--- config.mk ---
export PLATFORM = sky130hd
export DESIGN_NAME = race_controller
export DESIGN_NICKNAME = d
export VERILOG_FILES = /design/src/rtl/race_controller.sv
export SDC_FILE = /design/constraint.sdc
export NUM_CORES = 1
export LEC_CHECK = 0
export BUFFER_PORTS_ARGS = -buffer_cell sky130_fd_sc_hd__buf_2
export CORE_MARGIN = 5
export CORE_UTILIZATION = 49
export CTS_CLUSTER_DIAMETER = 60
export DETAILED_ROUTE_END_ITERATION = 8
export PLACE_DENSITY_LB_ADDON = 0.1
export SLEW_MARGIN = 20
export SYNTH_ARGS = -nofsm -noshare
export SYNTH_HDL_FRONTEND = slang
export SYNTH_SLANG_ARGS = --single-unit
--- constraint.sdc ---
create_clock -name clk -period 2.1 [get_ports clk]
set_clock_uncertainty 0.1 [all_clocks]
set_input_delay 0.525 -clock clk [delete_from_list [all_inputs] [get_ports clk]]
set_output_delay 0.525 -clock clk [all_outputs]
set_load 0.03 [all_outputs]
--- src/rtl/race_controller.sv ---
// Game sequencer for the two-car race: countdown, lap tracking by quadrant
// progression, winner decision and race timing for the HUD.
module race_controller #(
  parameter int          CLK_FREQ      = 100_000_000,
  parameter logic [3:0]  LAPS          = 4'd3,
  parameter logic [1:0]  COUNTDOWN_SEC = 2'd3,
  parameter logic [9:0]  CX            = 10'd160,
  parameter logic [9:0]  CY            = 10'd120
) (
  input  logic        clk,
  input  logic        rst,
  input  logic        start_btn,
  input  logic [9:0]  p1_x,
  input  logic [9:0]  p1_y,
  input  logic [9:0]  p2_x,
  input  logic [9:0]  p2_y,
  output logic [2:0]  state,
  output logic        round_rst,
  output logic [1:0]  countdown_val,
  output logic [3:0]  p1_lap,
  output logic [3:0]  p2_lap,
  output logic [1:0]  winner,
  output logic [15:0] race_ticks
);

  typedef enum logic [2:0] {
    S_IDLE   = 3'd0,
    S_COUNT  = 3'd3,
    S_RACE   = 3'd4,
    S_FINISH = 3'd5
  } state_t;

  localparam logic [20:0] TICK_MAX = 21'(CLK_FREQ / 60);

  state_t      r_state;
  logic        r_round_rst;
  logic [1:0]  r_cd;
  logic [5:0]  r_sub;
  logic [3:0]  r_p1_lap;
  logic [3:0]  r_p2_lap;
  logic [1:0]  r_winner;
  logic [15:0] r_race_ticks;
  logic [20:0] r_tick_cnt;
  logic        r_start_d;
  logic [1:0]  r_q1;
  logic [1:0]  r_q2;
  logic [1:0]  r_q1_prev;
  logic [1:0]  r_q2_prev;
  logic [1:0]  r_p1;
  logic [1:0]  r_p2;

  logic        w_tick;
  logic        w_start_edge;
  logic        w_adv1;
  logic        w_adv2;
  logic        w_lap1_inc;
  logic        w_lap2_inc;
  logic [3:0]  w_lap1_nxt;
  logic [3:0]  w_lap2_nxt;
  logic        w_win1;
  logic        w_win2;

  // Quadrant the car must enter next for step p: TR, BR, BL, TL.
  function automatic logic [1:0] exp_quad(input logic [1:0] p);
    case (p)
      2'd0:    exp_quad = 2'b01;
      2'd1:    exp_quad = 2'b11;
      2'd2:    exp_quad = 2'b10;
      default: exp_quad = 2'b00;
    endcase
  endfunction

  function automatic logic [3:0] lap_sat_inc(input logic [3:0] lap);
    lap_sat_inc = (lap == 4'hF) ? lap : lap + 4'd1;
  endfunction

  assign w_tick       = (r_tick_cnt == TICK_MAX);
  assign w_start_edge = start_btn & ~r_start_d;

  assign w_adv1     = (r_state == S_RACE) && (r_q1 != r_q1_prev) && (r_q1 == exp_quad(r_p1));
  assign w_adv2     = (r_state == S_RACE) && (r_q2 != r_q2_prev) && (r_q2 == exp_quad(r_p2));
  assign w_lap1_inc = w_adv1 && (r_p1 == 2'd3);
  assign w_lap2_inc = w_adv2 && (r_p2 == 2'd3);
  assign w_lap1_nxt = w_lap1_inc ? lap_sat_inc(r_p1_lap) : r_p1_lap;
  assign w_lap2_nxt = w_lap2_inc ? lap_sat_inc(r_p2_lap) : r_p2_lap;
  assign w_win1     = w_lap1_inc && (w_lap1_nxt == LAPS);
  assign w_win2     = w_lap2_inc && (w_lap2_nxt == LAPS);

  always_ff @(posedge clk) begin
    if (rst) r_tick_cnt <= '0;
    else if (w_tick) r_tick_cnt <= '0;
    else r_tick_cnt <= r_tick_cnt + 21'd1;
  end

  // Sampled through reset so a button held across reset is not seen as a new press.
  always_ff @(posedge clk) begin
    r_start_d <= start_btn;
    r_q1      <= {p1_y >= CY, p1_x >= CX};
    r_q2      <= {p2_y >= CY, p2_x >= CX};
  end

  always_ff @(posedge clk) begin
    if (rst) begin
      r_state      <= S_IDLE;
      r_round_rst  <= 1'b0;
      r_cd         <= '0;
      r_sub        <= '0;
      r_p1_lap     <= '0;
      r_p2_lap     <= '0;
      r_winner     <= '0;
      r_race_ticks <= '0;
      r_q1_prev    <= '0;
      r_q2_prev    <= '0;
      r_p1         <= '0;
      r_p2         <= '0;
    end else begin
      r_round_rst <= 1'b0;
      case (r_state)
        S_IDLE: begin
          if (w_start_edge) begin
            r_state      <= S_COUNT;
            r_round_rst  <= 1'b1;
            r_cd         <= COUNTDOWN_SEC;
            r_sub        <= '0;
            r_p1_lap     <= '0;
            r_p2_lap     <= '0;
            r_winner     <= '0;
            r_race_ticks <= '0;
            r_p1         <= '0;
            r_p2         <= '0;
            r_q1_prev    <= r_q1;
            r_q2_prev    <= r_q2;
          end
        end
        S_COUNT: begin
          if (w_tick) begin
            if (r_sub == 6'd59) begin
              r_sub <= '0;
              if (r_cd == 2'd1) begin
                r_cd    <= '0;
                r_state <= S_RACE;
              end else begin
                r_cd <= r_cd - 2'd1;
              end
            end else begin
              r_sub <= r_sub + 6'd1;
            end
          end
        end
        S_RACE: begin
          r_q1_prev <= r_q1;
          r_q2_prev <= r_q2;
          if (w_adv1) r_p1 <= r_p1 + 2'd1;
          if (w_adv2) r_p2 <= r_p2 + 2'd1;
          r_p1_lap <= w_lap1_nxt;
          r_p2_lap <= w_lap2_nxt;
          if (w_tick && (r_race_ticks != 16'hFFFF)) r_race_ticks <= r_race_ticks + 16'd1;
          if (w_win1 || w_win2) begin
            r_state  <= S_FINISH;
            r_winner <= {w_win2, w_win1};
          end
        end
        S_FINISH: begin
          if (w_start_edge) r_state <= S_IDLE;
        end
        default: r_state <= S_IDLE;
      endcase
    end
  end

  assign state         = r_state;
  assign round_rst     = r_round_rst;
  assign countdown_val = r_cd;
  assign p1_lap        = r_p1_lap;
  assign p2_lap        = r_p2_lap;
  assign winner        = r_winner;
  assign race_ticks    = r_race_ticks;

endmodule

==> results.ini <==
[grt]
grt_usage_pct = 19.4
grt_overflow = 0
first_global_vias = 3139
grt_pass1_wl_mm = 14.0
antenna_found_initial = 1
grt_max_degree = 22

[die]
die_x_um = 94.4
io_pins = 75
start_util_pct = 50.9
dieArea_mm2 = 0.00892
row_count = 30
die_h_um = 94.4
core_region_area_mm2 = 0.00687

[synth]
syn-num-nets = 473
synth_edf_count = 0
synthAdderAreaFrac_pct = 4.66
ys.flop_type = dfxtp_1
syn_inst = 417
synth_top_family_by_area = simple AND/OR/NAND/NOR gates
async_flop_share_pct = 0
syn_avg_cell_area_um2 = 8.38
synthesis.area_mm2 = 0.00349
ys_warn_count = 0
synth.yosys.seq_area_share_pct = 41.3
synth_xor_xnor_area_share_pct = 10.5
synth_top_area_share_pct = 41.3
yosys.area.top_type = dfxtp_1
ys_types = 45
synth.area.mux_share_pct = 2.36
synth_compound_area_share_pct = 10.0
ys_ff_latch = 72
synth.area.top_cells = dfxtp_1, nor2_1, xor2_1
synth_simple_gate_area_share_pct = 28.7

[sta]
max_slew_margin_pct = 67.1
setup_viol_count_final = 11
fmax_mhz = 459
rsz0062_at_grt = yes
tns_ns = -0.414
period_share_pct = 104
slew_viol_final = 0
finalCriticalPeriod_ns = 2.18
tightest_slew_ns = 0.491
fin_ws_ns = -0.0779
hold_viol = 0

[setup_path]
cp-start-kind = flop
timing.rr.end = race_ticks[4]
path_max_fanout = 4
cp_data_required_time_ns = 2.27
slowest_stage = or4_4
crit_type = reg2reg
regToRegSetupSlack_ns = -0.08
slowest_delay_ns = 0.51
cp_cell_sequence = inv_2 -> ha_4 -> nand3_2 -> or4_4 -> a2111oi_4 -> nor2_1 -> or4_1 -> o21ai_0
critPathCaptureType = flop
rr_startpoint = r_tick_cnt[0]
reg2reg_depth = 8
worst-endpoint-arrival_ns = 2.35

[routing]
wl_per_cell_um = 12.9
wl_mm = 8.08
ant_nets = 0
drt_iter0_drc = 76
num_vias = 3290
drc = 0
vias_per_cell = 5.24
drt_pass1_iterations = 6

[flow_run]
maxCapViolations = 0

[finish]
drive_gt1_share_pct = 32.3
fin_nets = 583
diodes = 0
areaGrowthSynthToFinish_pct = 32.4
fin_util_pct = 67.3
stdcell_count = 628
nFillCells = 580
finalInstanceArea_mm2 = 0.00463

[pwr]
irDropWorstVdd_uv = 381
power_mw = 2.58
p_per_area_mw_per_mm2 = 557
power.leakage_nw = 1.90

[clock_network]
cts.htree.levels = 3
cts_tree = yes
cts_made_buffers = 9
clk_latency_ns = 0.34
clk_pin_slew_ns = 0.07
clockBufferDepth = 2
clock_sinks = 72
clock_tree.root_cell = clkbuf_8

[hold_path]
holdPathEnd = r_start_d
hp-class = in2reg
hold_start = start_btn
holdPathStages = 1

[placement]
finalWeightedCongestion = 0.839
portBuffers = 58
dpl.hpwl_mm = 5.90
place_inst = 606
post_dp_cell_area_mm2 = 0.00424

[outcome]
status = finished with violations
failed_checks = negative setup slack

## per-layer routing
layer	up-vias	global-route usage [%]	routed length [um]
li1	1674	-	-
met1	1525	22.7	3570
met2	76	33.5	4000
met3	13	4.78	390
met4	2	8.66	115
met5	-	0	7
## flip-flops by register name, indices dropped and copies added, names as in the netlist
name	cells
r_q2	2
r_tick_cnt	21
countdown_val	2
r_q1_prev	2
p2_lap	4
round_rst	1
r_p2	2
r_p1	2
p1_lap	4
r_q1	2
r_q2_prev	2
winner	2
race_ticks	16
r_start_d	1
r_sub	6
state	3
## Yosys cell counts, drive strengths merged (3+ instances only)
| master | instances |
|---|---|
| dfxtp | 72 |
| nor2 | 70 |
| nand2 | 37 |
| nand3 | 35 |
| xor2 | 27 |
| a21oi | 18 |
| nor3 | 15 |
| xnor2 | 15 |
| o21ai | 14 |
| ha | 13 |
| clkbuf | 10 |
| inv | 10 |
| and3 | 9 |
| nand4 | 8 |
| or3 | 8 |
| mux2i | 6 |
| nor4 | 4 |
| a211oi | 3 |
| a31o | 3 |
| nand3b | 3 |
| nand4b | 3 |
| o21a | 3 |
| or4 | 3 |
## cells by family (layout without fill, tap and decap cells)
group                    after synthesis  count (layout)
AO/OA/AOI/OAI                         53              53
XOR/XNOR                              42              42
adder cells (fa/ha/maj)               13              13
buffers and inverters                 22             137
flip-flops                            72              72
multiplexers                           8               8
AND/OR/NAND/NOR                      207             207
## worst max-delay path by stage
stage / startpoint / to / slack (ns) / depth (start not counted)
6_report: r_tick_cnt[0] / race_ticks[4] / -0.08 / 8
3_5_place_dp: r_p1[0] / p1_lap[0] / -0.1 / 8
2_1_floorplan: r_tick_cnt[0] / race_ticks[4] / -0.01 / 8
3_3_place_gp: r_tick_cnt[0] / r_sub[5] / -0.08 / 8
4_1_cts: r_tick_cnt[0] / race_ticks[4] / -0.06 / 8
5_1_grt: r_tick_cnt[0] / race_ticks[9] / -0.24 / 9
## power by group
group,internal [mW],switching [mW],total (mW)
Sequential,1.39,0.0219,1.41
Combinational,0.0959,0.119,0.214
Clock,0.454,0.496,0.950
## cell type report
class | count | area [um2] | area share, %
sequential | 72 | 1450 | 31.3
timing repair buffer | 111 | 716 | 15.5
multi-input combinational | 323 | 2140 | 46.3
clock buffer | 12 | 145 | 3.14
tap | 96 | 120 | 2.60
clock inverter | 4 | 20.0 | 0.433
inverter | 10 | 37.5 | 0.811
## through the flow
| step | setup WS [ns] | hold WS [ns] |
|---|---|---|
| 2_1_floorplan | -0.00999 | 0.330 |
| 3_3_place_gp | -0.0770 | 0.363 |
| 3_5_place_dp | -0.0986 | 0.364 |
| 4_1_cts | -0.0636 | 0.196 |
| 5_1_grt | -0.243 | 0.189 |
| 6_report | -0.0779 | 0.211 |
## worst max-delay path: cells and delay by family, from the launching register on
family / cells / cell delay (ns)
AND/OR/NAND/NOR: 4 / 1.13
AO/OA/AOI/OAI: 2 / 0.37
flip-flops: 1 / 0.32
adder cells (fa/ha/maj): 1 / 0.13
buffers and inverters: 1 / 0.06
## repair_timing
item / CTS / global route
buffers inserted: 1 / 6
endpoints found under the setup margin: 26 / 34
pin swaps: 5 / 18
hold buffers: 0 / 0
resized for setup: 16 / 25
## cell usage in the layout (no fill, tap or decap), types with 4 or more instances in the layout
| cell | netlist | layout |
|---|---|---|
| and3_1 | 9 | 8 |
| xor2_1 | 27 | 27 |
| nand4_1 | 8 | 8 |
| dfxtp_1 | 72 | 67 |
| xnor2_1 | 15 | 13 |
| clkinv_2 | 0 | 4 |
| or3_1 | 8 | 6 |
| o21ai_0 | 14 | 10 |
| dfxtp_2 | 0 | 5 |
| buf_2 | 2 | 58 |
| a21oi_1 | 18 | 15 |
| nand3_1 | 34 | 33 |
| inv_1 | 10 | 7 |
| clkbuf_8 | 0 | 10 |
| nor4_1 | 4 | 4 |
| nor2_1 | 69 | 65 |
| nor3_1 | 15 | 12 |
| mux2i_1 | 6 | 6 |
| buf_4 | 0 | 48 |
| buf_6 | 0 | 4 |
| ha_1 | 13 | 9 |
| nand2_1 | 37 | 36 |
Note: power is estimated with default switching activity, not from simulation.
